`config.mk`:
```
export PLATFORM = sky130hd
export DESIGN_NAME = sync_fifo
export DESIGN_NICKNAME = d
export VERILOG_FILES = /design/src/rtl/sync_fifo_pkg.sv /design/src/rtl/sync_fifo_mem.sv /design/src/rtl/sync_fifo.sv
export SDC_FILE = /design/constraint.sdc
export NUM_CORES = 1
export LEC_CHECK = 0
export BUFFER_PORTS_ARGS = -buffer_cell sky130_fd_sc_hd__clkbuf_2
export CORE_MARGIN = 5
export CORE_UTILIZATION = 60
export CTS_CLUSTER_SIZE = 30
export DETAILED_ROUTE_END_ITERATION = 8
export PLACE_DENSITY_LB_ADDON = 0.25
export SYNTH_ARGS = -nofsm -noshare
export SYNTH_HDL_FRONTEND = slang
export SYNTH_SLANG_ARGS = --single-unit
```
`constraint.sdc`:
```
create_clock -name clk -period 2.96 [get_ports clk]
set_clock_uncertainty 0.05 [all_clocks]
set_input_delay 0.296 -clock clk [delete_from_list [all_inputs] [get_ports clk]]
set_output_delay 0.296 -clock clk [all_outputs]
set_load 0.01 [all_outputs]
```
`src/rtl/sync_fifo_pkg.sv`:
```
// Shared definitions for the synchronous FIFO: read-mode enum and default parameters.
package sync_fifo_pkg;

  typedef enum logic {
    FIFO_STD  = 1'b0,
    FIFO_FWFT = 1'b1
  } fifo_mode_e;

  localparam int unsigned DEF_DATASIZE = 8;
  localparam int unsigned DEF_ADDRSIZE = 4;
  localparam int unsigned DEF_AF_LEVEL = 14;
  localparam int unsigned DEF_AE_LEVEL = 2;
  localparam int unsigned DEF_FWFT     = 0;

endpackage

```
`src/rtl/sync_fifo_mem.sv`:
```
// FIFO storage array: synchronous write, asynchronous read, contents never reset.
module sync_fifo_mem #(
  parameter int unsigned DATASIZE = 8,
  parameter int unsigned ADDRSIZE = 4
) (
  input  logic                clk,
  input  logic                we_i,
  input  logic [ADDRSIZE-1:0] waddr_i,
  input  logic [DATASIZE-1:0] wdata_i,
  input  logic [ADDRSIZE-1:0] raddr_i,
  output logic [DATASIZE-1:0] rdata_o
);

  localparam int unsigned DEPTH = 1 << ADDRSIZE;

  logic [DATASIZE-1:0] mem_q [DEPTH];

  always_ff @(posedge clk) begin
    if (we_i) mem_q[waddr_i] <= wdata_i;
  end

  assign rdata_o = mem_q[raddr_i];

endmodule

```
`src/rtl/sync_fifo.sv`:
```
// Single-clock FIFO with registered status flags, sticky error flags and
// selectable standard / first-word-fall-through read port.
module sync_fifo
  import sync_fifo_pkg::*;
#(
  parameter int unsigned DATASIZE = DEF_DATASIZE,
  parameter int unsigned ADDRSIZE = DEF_ADDRSIZE,
  parameter int unsigned AF_LEVEL = DEF_AF_LEVEL,
  parameter int unsigned AE_LEVEL = DEF_AE_LEVEL,
  parameter int unsigned FWFT     = DEF_FWFT
) (
  input  logic                clk,
  input  logic                rst,
  input  logic [DATASIZE-1:0] wdata,
  input  logic                winc,
  input  logic                rinc,
  input  logic                clr_err,
  output logic [DATASIZE-1:0] rdata,
  output logic                rvalid,
  output logic                full,
  output logic                empty,
  output logic                almost_full,
  output logic                almost_empty,
  output logic [ADDRSIZE:0]   count,
  output logic                overflow,
  output logic                underflow
);

  localparam int unsigned AW    = ADDRSIZE;
  localparam int unsigned CW    = ADDRSIZE + 1;
  localparam int unsigned DEPTH = 1 << ADDRSIZE;
  localparam fifo_mode_e  MODE  = (FWFT != 0) ? FIFO_FWFT : FIFO_STD;

  logic [CW-1:0] wptr_q, wptr_d, rptr_q, rptr_d, count_q, count_d;
  logic          full_q, full_d, empty_q, empty_d;
  logic          af_q, af_d, ae_q, ae_d;
  logic          ovf_q, ovf_d, unf_q, unf_d;
  logic          wr_ok, rd_ok;
  logic [DATASIZE-1:0] mem_rdata;

  // Acceptance uses the registered flags, so a simultaneous pop never frees a slot for a full write.
  always_comb begin
    wr_ok   = winc && !full_q;
    rd_ok   = rinc && !empty_q;
    wptr_d  = wptr_q + CW'(wr_ok);
    rptr_d  = rptr_q + CW'(rd_ok);
    count_d = count_q + CW'(wr_ok) - CW'(rd_ok);
    full_d  = (count_d == CW'(DEPTH));
    empty_d = (count_d == '0);
    af_d    = (count_d >= CW'(AF_LEVEL));
    ae_d    = (count_d <= CW'(AE_LEVEL));
    ovf_d   = (ovf_q && !clr_err) || (winc && full_q);
    unf_d   = (unf_q && !clr_err) || (rinc && empty_q);
  end

  always_ff @(posedge clk or posedge rst) begin
    if (rst) begin
      wptr_q  <= '0;
      rptr_q  <= '0;
      count_q <= '0;
      full_q  <= 1'b0;
      empty_q <= 1'b1;
      af_q    <= 1'b0;
      ae_q    <= 1'b1;
      ovf_q   <= 1'b0;
      unf_q   <= 1'b0;
    end else begin
      wptr_q  <= wptr_d;
      rptr_q  <= rptr_d;
      count_q <= count_d;
      full_q  <= full_d;
      empty_q <= empty_d;
      af_q    <= af_d;
      ae_q    <= ae_d;
      ovf_q   <= ovf_d;
      unf_q   <= unf_d;
    end
  end

  sync_fifo_mem #(
    .DATASIZE(DATASIZE),
    .ADDRSIZE(ADDRSIZE)
  ) u_mem (
    .clk    (clk),
    .we_i   (wr_ok),
    .waddr_i(wptr_q[AW-1:0]),
    .wdata_i(wdata),
    .raddr_i(rptr_q[AW-1:0]),
    .rdata_o(mem_rdata)
  );

  if (MODE == FIFO_FWFT) begin : g_fwft
    // Head word is presented directly; zero while nothing is stored so reset reads as 0.
    assign rdata  = empty_q ? '0 : mem_rdata;
    assign rvalid = !empty_q;
  end else begin : g_std
    logic [DATASIZE-1:0] rdata_q, rdata_d;
    logic                rvalid_q, rvalid_d;

    always_comb begin
      rdata_d  = rdata_q;
      rvalid_d = rd_ok;
      if (rd_ok) rdata_d = mem_rdata;
    end

    always_ff @(posedge clk or posedge rst) begin
      if (rst) begin
        rdata_q  <= '0;
        rvalid_q <= 1'b0;
      end else begin
        rdata_q  <= rdata_d;
        rvalid_q <= rvalid_d;
      end
    end

    assign rdata  = rdata_q;
    assign rvalid = rvalid_q;
  end

  assign full         = full_q;
  assign empty        = empty_q;
  assign almost_full  = af_q;
  assign almost_empty = ae_q;
  assign count        = count_q;
  assign overflow     = ovf_q;
  assign underflow    = unf_q;

endmodule

```
Word level (Yosys, flattened, before mapping)
Memories as Yosys holds them, arrays and structs flattened. A register that Yosys moved wholly into a read port is not among the register bits. Index checks and enable logic that the tools add are counted.

Input port bits: 13. Memories kept: 1. Bits in registers: 22. Logic and storage cells: 32. Memory bits (read-only): 0. Bits in latches: 0. Memory bits (writable): 128.

Bitwise logic cells: 0. Reductions and logical operators: 12. $lt $le $gt $ge: 2. Mux-type cells: 2. Multipliers: 0. Eq/ne operators: 1. Divide/modulo/power cells: 0. $add $sub $neg: 4. Shift operators: 0.

Memories: u_mem.mem_q (words 16, width 8, read ports 1, clocked after Yosys merged registers in 1, write ports 1, line sync_fifo_mem.sv:16) `logic [DATASIZE-1:0] mem_q [DEPTH];`.

Operator list (number): $add 5x1->5 (3); $logic_and 1x1->1 (6); $eq 5x5->1 const B (1); $ge 5x4->1 const B (1); $le 5x2->1 const B (1); $logic_not 5->1 (1); $sub 5x1->5 (1); $logic_not 1->1 (3); $logic_or 1x1->1 (2); $mux 1 (2).

Longest topological paths before layout
Gate-level depths: netlist of run 1.

Word-level depth: 5. Mapped depth: 11.

Cells and area by module
From an unflattened synthesis of run 1, not the netlist that was laid out.

Cell total of the unflattened synthesis: 307. Area, all modules: 6148.4 um^2.

Modules (own cells, without submodules): sync_fifo_mem (cells an instance 221, sequential area each 3843.7 um^2, instances 1, area each 4987.3 um^2); sync_fifo (cells an instance 86, sequential area each 703.2 um^2, instances 1, area each 1161.1 um^2).

Worst setup path before layout of run 1
OpenSTA, ideal clock, no wires.

Path type: reg-to-reg. From: register empty_q (netlist: empty). To: register ae_q (netlist: almost_empty). Clock period less this slack: 2596 ps. Required time: 2805 ps. Library setup time: 105 ps. Stages on the path, launching flop included: 12. Slack: 364 ps. Arrival: 2441 ps. Buffers on the path: 1. Path through: dfstp_2 -> nand2b_1 -> inv_1 -> clkbuf_1 -> nand2_1 -> nand2_1 -> ha_1 -> fa_1 -> a21o_1 -> a21oi_2 -> xnor2_2 -> a2111oi_2.

Longest elaborated chain between the ends: 4.

RTL lines: from (decl) (line sync_fifo.sv:35) `logic full_q, full_d, empty_q, empty_d;`; from (signal assigned) (line sync_fifo.sv:72) `empty_q <= empty_d;`; $logic_not 1->1 (line sync_fifo.sv:44) `rd_ok = rinc && !empty_q;`; $logic_and 1x1->1 (line sync_fifo.sv:44); net g_std.rvalid_d (line sync_fifo.sv:98) `logic rvalid_q, rvalid_d;`; $sub 5x1->5 (line sync_fifo.sv:47) `count_d = count_q + CW'(wr_ok) - CW'(rd_ok);`; net count_d[4] (line sync_fifo.sv:34) `logic [CW-1:0] wptr_q, wptr_d, rptr_q, rptr_d, count_q, count_d;`; $le 5x2->1 (line sync_fifo.sv:51) `ae_d = (count_d <= CW'(AE_LEVEL));`; net ae_d (line sync_fifo.sv:36) `logic af_q, af_d, ae_q, ae_d;`; to (signal assigned) (line sync_fifo.sv:64) `ae_q <= 1'b1;`; to (signal assigned) (line sync_fifo.sv:74) `ae_q <= ae_d;`; to (decl) (line sync_fifo.sv:36).

The timed path passes the listed nets, and every way through them passes these cells.

Worst setup path after layout of run 1
From: register empty_q (netlist: empty). To: register ae_q (netlist: almost_empty).

Longest elaborated chain between the ends: 4.

RTL lines (line): $logic_not 1->1 (sync_fifo.sv:44); $logic_and 1x1->1 (sync_fifo.sv:44); $sub 5x1->5 (sync_fifo.sv:47); net count_d[4] (sync_fifo.sv:34); $le 5x2->1 (sync_fifo.sv:51); net ae_d (sync_fifo.sv:36).

The timed path passes the listed nets, and every way through them passes these cells.

==> results.json, run 1 <==
{
  "grt_setup_unrepaired": "false",
  "fin_hold_ws_ns": -0.001189,
  "initialDrtViolationCount": 206,
  "powerDensity_mw_per_mm2": 1047,
  "synthArstFlopShare_pct": 17.95,
  "crit_required_ns": 3.34,
  "wire_per_inst_um": 21.71,
  "vias_per_cell": 5.873,
  "finalHoldViolCount": 1,
  "drc": 0,
  "avgSynthCellArea_um2": 16.09,
  "end_kind": "flop",
  "p_leak_nw": 2.717,
  "layout_common_cells": "128 x edfxtp_1, 64 x mux2i_1, 32 x clkbuf_2, 25 x dfrtp_1, 24 x a22oi_1",
  "slowest_stage": "dfstp_2",
  "cts_sinks": 156,
  "syn_inst": 386,
  "ys_types": 32,
  "cp_cell_sequence": "nand2b_1 -> inv_1 -> nand2_1 -> nand2_1 -> ha_1 -> fa_1 -> a21o_1 -> a21oi_2 -> xnor2_2 -> a2111oi_2",
  "start_util_pct": 60.69,
  "rows": 37,
  "stdcell_count": 584,
  "dp_cells": 549,
  "cp-start-kind": "flop",
  "worstSetupPathType": "flop to flop",
  "grt_pass1_vias": 3460,
  "clk_pin_slew_worst_paths_ns": 0.06,
  "ys.flop_type": "edfxtp_1",
  "yosysTopAreaCellShare_pct": 61.90,
  "min_period_ns": 2.516,
  "drv_cap": 0,
  "antenna_cells": 0,
  "place.gp.congestion": 0.8474,
  "fmax_mhz": 397.5,
  "ys_ff_latch": 156,
  "postRouteAntennaNets": 0,
  "critical_path_arrival_ns": 2.90,
  "area_growth_pct": 14.83,
  "tns_ns": 0,
  "synth.area.top_cells": "edfxtp_1 62%, dfrtp_1 10%, mux2i_1 10%, a22oi_1 2.9%, nand4_1 1.6%",
  "io_pins": 33,
  "ys_seq_area_share_pct": 73.22,
  "critical_path.max_fanout": 5,
  "portBuffers": 32,
  "grt_usage_pct": 21.70,
  "setup_violations": 0,
  "yosys.area.top_type": "edfxtp_1",
  "cts_tree": "built",
  "wl_um": 12680,
  "num_vias": 3430,
  "fin_nets": 456,
  "cts-root-buf": "clkbuf_8",
  "status": "finished with violations",
  "peakVddDrop_v": 0.0006377,
  "die_height_um": 111.7,
  "grt_max_degree": 40,
  "grt_overflow": 0,
  "drive_gt1_share_pct": 19.20,
  "clk_latency_ns": 0.53,
  "dieArea_mm2": 0.01248,
  "grt_pass1_wl_um": 20150,
  "drt_pass1_iterations": 5,
  "coreArea_mm2": 0.01023,
  "synth-edff-count": 128,
  "final_util_pct": 69.70,
  "yosysWarnings": 0,
  "numCtsBuffers": 17,
  "fin_crit_sh_pct": 84.98,
  "failed_checks": "negative hold slack",
  "tightest_slew_ns": 1.155,
  "die_w_um": 111.7,
  "final_common_cell": "edfxtp_1",
  "clk_path_buf_depth": 2,
  "relSlewSlack_pct": 22.91,
  "hp-class": "primary input to asynchronous set/reset pin",
  "drv_slew": 0,
  "critPathMostFrequentCell": "nand2_1",
  "antenna_found_initial": 0,
  "syn_nets": 407,
  "synth_area_mm2": 0.006210,
  "htreeDepth": 4,
  "max_stage_delay_ns": 0.53,
  "hpwl_um": 7998
}
metal layers:
layer	GRT usage, %	share of wire [%]	vias to the layer above
met3	7.500	7.1	15
met4	6.245	1.4	0
met1	29.05	42	1712
li1	-	-	1577
met2	34.13	50	126
met5	0	0	-
power breakdown:
| group | switching [W] | internal (W) | leakage (nW) | total [W] |
|---|---|---|---|---|
| Combinational | 0.00133 | 0.000947 | 0.957 | 0.00228 |
| Clock | 0.000881 | 0.00113 | 0.271 | 0.00201 |
| Sequential | 0.000381 | 0.00280 | 1.49 | 0.00318 |
| Total | 0.00259 | 0.00487 | 2.72 | 0.00746 |
through the flow:
stage                     cell area, um^2  setup WS (ns)  total power [W]
after CTS                            7131         0.4298         0.007499
after detailed placement             6545         0.4479         0.005464
after floorplan                      6210         0.3638         0.004745
after global placement               6545         0.5022         0.005349
after global routing                 7131         0.1970         0.007869
final                                7131         0.4445         0.007465
cell usage after synthesis, drive strengths merged, types with 3 or more instances:
| master | count |
|---|---|
| a21oi | 10 |
| a22oi | 24 |
| buf | 14 |
| clkbuf | 6 |
| dfrtp | 26 |
| edfxtp | 128 |
| ha | 7 |
| inv | 8 |
| mux2i | 64 |
| nand2 | 23 |
| nand2b | 4 |
| nand3 | 11 |
| nand4 | 16 |
| nor2 | 14 |
| nor3 | 5 |
| xnor2 | 6 |
| xor2 | 3 |
what timing repair did:
item / 4_1_cts / 5_1_grt
buffers inserted: 0 / 0
hold buffers: 3 / 0
gates resized for setup: 0 / 0
hold endpoints to repair: 2 / 0
sequential cells by signal (all words and copies together), names as in the netlist, 4 cells and up:
| name | count |
|---|---|
| count | 5 |
| rdata | 8 |
| rptr_q | 4 |
| u_mem.mem_q | 128 |
| wptr_q | 4 |
logic make-up (layout without fill, tap and decap cells):
logic type,after synthesis,after routing,share of synthesized area [%]
DFF,156,156,73.22
adders and majority gates,8,8,1.733
and+or+nand+nor,81,81,6.387
AOI/OAI and AO/OA,40,40,4.554
xor gates and xnor gates,9,9,1.511
muxes,64,64,10.32
buffers and inverters,28,90,2.277
worst max-delay path: cells and delay by family (launching register included):
kind                       cells  cell delay (ns)
and+or+nand+nor                3             0.32
AOI/OAI and AO/OA              3             0.72
DFF                            1             0.53
adders and majority gates      2             0.63
xor gates and xnor gates       1             0.13
buffers and inverters          1             0.06
path summary, 6_finish.rpt:
kind | start | end | slack, ns | depth (start not counted)
worst max-delay path | empty$_DFF_PP1_ | almost_empty$_DFF_PP1_ | 0.44 | 10
worst min-delay path | rst | rvalid$_DFF_PP0_ | -0.001 | 2
worst max register to register | empty$_DFF_PP1_ | almost_empty$_DFF_PP1_ | 0.44 | 10
worst min register to register | rdata[0]$_DFFE_PP0P_ | rdata[0]$_DFFE_PP0P_ | 0.45 | 2
max in group asynchronous | rst | rptr_q[1]$_DFF_PP0_ | 2.04 | 2
min in group clk | wdata[0] | u_mem.mem_q[5][0]$_DFFE_PP_ | 0.18 | 1
area by class of cell:
cell class,count,area (um^2)
clock inverter,15,141.4
sequential,156,4551
inverter,8,30.03
timing repair buffer,50,302.8
fill,698,3100
clock buffer,17,414.1
multi-input combinational,202,1521
tap,136,170.2
(Power assumes the default switching activity.)
==> run 2, diff against run 1 <==
Settings changed: ABC_AREA from default to 1.
Clock period 2.96 ns to 2.43 ns, I/O delays scaled along.
==> run 2 against run 1 <==
The flow now finishes without violations. Sequential share of layout area down 1.9 points. Worst hold slack better by 0.11 ns. Sequential power up 14%. Maximum frequency up 9.3%. Worst setup slack worse by 0.32 ns. Critical endpoint is now full$_DFF_PP0_. Largest cell class unchanged.
==> results.json, run 2 <==
{
  "worstSetupPathType": "flop to flop",
  "vias_per_cell": 5.540,
  "syn_inst": 558,
  "cts-root-buf": "clkbuf_8",
  "max_stage_delay_ns": 0.41,
  "critical_path_arrival_ns": 2.66,
  "peakVddDrop_v": 0.0008906,
  "regToRegEndpoint": "full$_DFF_PP0_",
  "wl_um": 13380,
  "final_common_cell": "nand2_1",
  "grt_pass1_vias": 4155,
  "grt_max_degree": 66,
  "postLayoutCellArea_mm2": 0.007341,
  "yosysTopAreaCellShare_pct": 59.84,
  "portBuffers": 32,
  "grt_pass1_wl_um": 21380,
  "powerDensity_mw_per_mm2": 1314,
  "tns_ns": 0,
  "drt_pass1_iterations": 5,
  "pre_cts_slack_ns": 0.1049,
  "cts_tree": "built",
  "min_from": "rinc",
  "status": "finished, final reports clean",
  "fin_hold_ws_ns": 0.1122,
  "drc": 0,
  "reg2regPathDepth": 11,
  "grt_usage_pct": 21.96,
  "hp-class": "primary input to flop",
  "antenna_found_initial": 0,
  "cp-start-kind": "flop",
  "io_pins": 33,
  "wire_per_inst_um": 17.67,
  "ys_types": 19,
  "cp_cell_sequence": "nor2_1 -> buf_4 -> inv_2 -> nand2_1 -> nand2_1 -> ha_1 -> fa_1 -> xor2_1 -> nor3_2 -> nand2_1 -> nor2_1",
  "crit_cells": 11,
  "hpwl_um": 8113,
  "place.gp.congestion": 0.8830,
  "fin_ws_ns": 0.1277,
  "dpl_cell_area_mm2": 0.006714,
  "num_vias": 4194,
  "yosysWarnings": 0,
  "tightest_slew_ns": 0.7191,
  "largest_register": "u_mem.mem_q",
  "cp.buffers_inverters": 2,
  "synth.area.top_cells": "edfxtp_1 60%, nand2_1 12%, dfrtp_1 10%, nand3_1 8.0%, buf_6 2.1%",
  "relSlewSlack_pct": 51.88,
  "clk_latency_ns": 0.51,
  "timing.rr.start": "empty$_DFF_PP1_",
  "area_growth_pct": 14.28,
  "fin_crit_sh_pct": 94.74,
  "synthArstFlopShare_pct": 17.95,
  "largest_reg_flops": 128,
  "drv_cap": 0,
  "ys_seq_area_share_pct": 70.78,
  "grt_overflow": 0,
  "critical_path.max_fanout": 11,
  "die_height_um": 113.5,
  "clk_pin_slew_worst_paths_ns": 0.07,
  "fmax_mhz": 434.4,
  "hold_path_end": "rvalid$_DFF_PP0_",
  "fin_nets": 629,
  "min_period_ns": 2.302,
  "layout_common_cells": "206 x nand2_1, 128 x edfxtp_1, 103 x nand3_1, 32 x clkbuf_2, 25 x dfrtp_1",
  "htreeDepth": 4,
  "die_w_um": 113.5,
  "drv_slew": 0,
  "critPathMostFrequentCell": "nand2_1",
  "ys.flop_type": "edfxtp_1",
  "synth-edff-count": 128,
  "cts_sinks": 156,
  "clk_path_buf_depth": 2,
  "slowest_stage": "fa_1",
  "synth_area_mm2": 0.006424,
  "dieArea_mm2": 0.01288,
  "synthTopCellsByCount": "206 x nand2_1, 128 x edfxtp_1, 103 x nand3_1, 26 x dfrtp_1, 24 x nor2_1",
  "rows": 37,
  "crit_family": "adder cells",
  "numCtsBuffers": 17,
  "yosys.area.top_type": "edfxtp_1",
  "end_kind": "flop",
  "drive_gt1_share_pct": 14.98,
  "setup_violations": 0,
  "antenna_cells": 0,
  "finalHoldViolCount": 0,
  "ff2ff_setup_slack_ns": 0.13,
  "ys_ff_latch": 156,
  "crit_required_ns": 2.79,
  "postRouteAntennaNets": 0,
  "min_path_cells": 4,
  "initialDrtViolationCount": 366,
  "p_leak_nw": 2.975,
  "syn_nets": 579,
  "coreArea_mm2": 0.01037,
  "avgSynthCellArea_um2": 11.51,
  "yosysMostFrequentCell": "nand2_1",
  "start_util_pct": 61.94
}
run 2: cell count changes after synthesis, sizes merged, moves of 7 or more:
cell | before | now
nor2 | 14 | 25
nand3 | 11 | 103
nand2 | 23 | 206
inv | 8 | 18
nand4 | 16 | 0
a22oi | 24 | 0
a21oi | 10 | 3
buf | 14 | 25
mux2i | 64 | 0
run 2: timing repair:
item,CTS,global route
endpoints found under the setup margin,0,5
hold endpoints to repair,28,0
buffers inserted,0,1
hold buffers,4,0
resized for setup,0,4
run 2: cells by family after synthesis:
group	share of synthesized area [%]
simple gates	21.76
flops	70.78
buf+inv	4.227
xor+xnor	1.091
fa+ha+maj	1.675
compound gates	0.4673
run 2: stage by stage:
step	util [%]	power, W	std cells
2_1_floorplan	-	0.006101	558
3_3_place_gp	64.74	0.006880	720
3_5_place_dp	64.74	0.007011	720
4_1_cts	70.56	0.009534	756
5_1_grt	70.79	0.01027	757
6_report	70.79	0.009649	757
run 2: worst register-to-register path: stages, from the launching register on:
cell and delay [ns]:
dfstp_2 0.38, nor2_1 0.19, buf_4 0.21, inv_2 0.04
nand2_1 0.05, nand2_1 0.05, ha_1 0.22, fa_1 0.41
xor2_1 0.38, nor3_2 0.07, nand2_1 0.10, nor2_1 0.04
run 2: worst max-delay path by stage:
stage                       to       startpoint  slack (ns)
4_1_cts        empty$_DFF_PP1_   full$_DFF_PP0_        0.08
3_5_place_dp   empty$_DFF_PP1_   full$_DFF_PP0_        0.10
5_1_grt        empty$_DFF_PP1_  empty$_DFF_PP1_      -0.001
2_1_floorplan  empty$_DFF_PP1_  empty$_DFF_PP1_        0.32
3_3_place_gp   empty$_DFF_PP1_   full$_DFF_PP0_        0.22
6_report        full$_DFF_PP0_  empty$_DFF_PP1_        0.13
run 2: power breakdown:
group / internal (W) / switching (W)
clock: 0.00146 / 0.00103
combinational: 0.00114 / 0.00239
sequential: 0.00340 / 0.000222
run 2: layer usage:
layer	vias up	share of wire (%)	wire, um	track usage (%)
met5	-	0	0	0
met4	0	2.2	291	7.372
li1	2005	-	-	-
met2	170	50	6629	35.89
met1	1999	42	5596	29.60
met3	20	6.4	862	4.668
run 2: area by class of cell:
| class | instances | area [um^2] |
|---|---|---|
| Tap cell | 136 | 170.2 |
| Fill cell | 714 | 3029 |
| Sequential cell | 156 | 4548 |
| Multi-Input combinational cell | 358 | 1622 |
| Clock inverter | 14 | 145.1 |
| Inverter | 18 | 67.56 |
| Timing Repair Buffer | 57 | 370.4 |
| Clock buffer | 18 | 417.9 |
==> run 3, diff against run 2 <==
Settings changed: ABC_AREA 1 to 0.
==> run 3 against run 2 <==
Worst setup slack worse by 0.0081 ns. Clock power increased by 5%. Wire length shrank 7.5%. Register-to-register slack about the same. First-iteration DRC count fell by 38%. Cell count shrank 21%. Global-route usage decreased by 1.1 points. Sequential cell count stayed put. Total power is 2.3% lower.
==> results.json, run 3 (synthesis gave the netlist of run 1 again) <==
{
  "pre_cts_slack_ns": -0.01790,
  "numCtsBuffers": 17,
  "cp_cell_sequence": "nand2b_4 -> inv_2 -> nand2_4 -> nand2_2 -> ha_4 -> fa_2 -> xor2_1 -> or3_4 -> nor3b_2",
  "hpwl_um": 7844,
  "max_stage_delay_ns": 0.54,
  "coreArea_mm2": 0.01023,
  "worstSetupPathType": "flop to flop",
  "dieArea_mm2": 0.01248,
  "hp-class": "primary input to flop",
  "wl_um": 12370,
  "clk_latency_ns": 0.52,
  "final_common_cell": "edfxtp_1",
  "grt_usage_pct": 20.83,
  "io_pins": 33,
  "powerDensity_mw_per_mm2": 1285,
  "clk_path_buf_depth": 2,
  "slowest_stage": "dfstp_2",
  "tightest_slew_ns": 0.6887,
  "drt_pass1_iterations": 5,
  "grt_overflow": 0,
  "stdcell_count": 598,
  "end_kind": "flop",
  "cts_sinks": 156,
  "initialDrtViolationCount": 228,
  "min_period_ns": 2.310,
  "start_util_pct": 60.69,
  "final_util_pct": 71.68,
  "status": "finished, final reports clean",
  "cp-start-kind": "flop",
  "wire_per_inst_um": 20.69,
  "place.gp.congestion": 0.8554,
  "peakVddDrop_v": 0.0008607,
  "grt_pass1_wl_um": 19010,
  "critical_path.max_fanout": 4,
  "fin_hold_ws_ns": 0.1174,
  "vias_per_cell": 5.806,
  "fin_nets": 470,
  "fmax_mhz": 432.8,
  "layout_common_cells": "128 x edfxtp_1, 64 x mux2i_1, 32 x clkbuf_2, 27 x buf_4, 25 x dfrtp_1",
  "clk_pin_slew_worst_paths_ns": 0.06,
  "drive_gt1_share_pct": 21.65,
  "rows": 37,
  "tns_ns": 0,
  "antenna_cells": 0,
  "num_vias": 3472,
  "htreeDepth": 4,
  "drc": 0,
  "drv_cap": 0,
  "fillers": 643,
  "portBuffers": 32,
  "largest_register": "u_mem.mem_q",
  "fin_ws_ns": 0.1196,
  "critical_path_arrival_ns": 2.70,
  "area_growth_pct": 18.09,
  "largest_reg_flops": 128,
  "antenna_found_initial": 0,
  "grt_max_degree": 30,
  "finalHoldViolCount": 0,
  "crit_required_ns": 2.82,
  "relSlewSlack_pct": 54.09,
  "dp_cells": 561,
  "die_w_um": 111.7,
  "drv_slew": 0,
  "postRouteAntennaNets": 0,
  "cts_tree": "built",
  "grt_pass1_vias": 3439,
  "setup_violations": 0,
  "die_height_um": 111.7,
  "fin_crit_sh_pct": 95.08,
  "p_leak_nw": 2.814,
  "cts-root-buf": "clkbuf_8"
}
-- run 3: cell types whose count changed in the layout (fill, tap and decap cells not counted), moves of 10 or more --
| cell | change |
|---|---|
| nand2_1 | -185 |
| nor2_1 | -10 |
| nand3_1 | -92 |
| a22oi_1 | +24 |
| mux2i_1 | +64 |
| nand4_1 | +16 |
-- run 3: stage by stage --
step                cell area (um^2)  total power (W)
floorplan                       6223         0.005798
global placement                6658         0.006615
detailed placement              6658         0.006742
CTS                             7296         0.009382
global route                    7333         0.009910
finish                          7333         0.009425
-- run 3: worst paths after layout --
path,slack [ns],cells after the start,end,startpoint
worst max-delay path,0.12,9,full$_DFF_PP0_,empty$_DFF_PP1_
worst min-delay path,0.12,1,u_mem.mem_q[15][0]$_DFFE_PP_,wdata[0]
worst max register to register,0.12,9,full$_DFF_PP0_,empty$_DFF_PP1_
worst min register to register,0.44,2,rdata[3]$_DFFE_PP0P_,rdata[3]$_DFFE_PP0P_
max in group asynchronous,1.47,4,rdata[5]$_DFFE_PP0P_,rst
min in group asynchronous,0.24,3,overflow$_DFF_PP0_,rst
-- run 3: final cells by class --
type                            instances  area, um^2  share of cell area (%)
Tap cell                              136       170.2                   2.320
Timing Repair Buffer                   64       422.9                   5.767
Multi-Input combinational cell        202        1569                   21.40
Inverter                                8       30.03                  0.4095
Sequential cell                       156        4551                   62.05
Clock inverter                         10       147.6                   2.013
Clock buffer                           22       442.9                   6.040
-- run 3: routing by layer --
metal | global-route usage, % | wire (um)
met1 | 25.92 | 4874
met3 | 6.413 | 882
met4 | 8.273 | 317
met2 | 34.33 | 6299
met5 | 0 | 0
-- run 3: worst max-delay path: cells and delay by family, from the launching register on --
kind | cells | cell delay, ns
DFF | 1 | 0.54
xor gates and xnor gates | 1 | 0.22
and+or+nand+nor | 5 | 0.83
buffers and inverters | 1 | 0.05
adders and majority gates | 2 | 0.53
-- run 3: report_power, final --
group          leakage, nW  switching [W]  internal [W]
combinational         1.04        0.00170       0.00129
sequential            1.49       0.000422       0.00341
clock                0.283       0.000930       0.00168
total                 2.81        0.00305       0.00638
-- run 3: timing repair --
action / in CTS / in global routing
endpoints found under the hold margin: 14 / 0
endpoints found under the setup margin: 2 / 3
setup buffers: 0 / 1
resized for setup: 1 / 7
pin swaps: 0 / 5
hold buffers: 4 / 0
gates cloned: 0 / 0
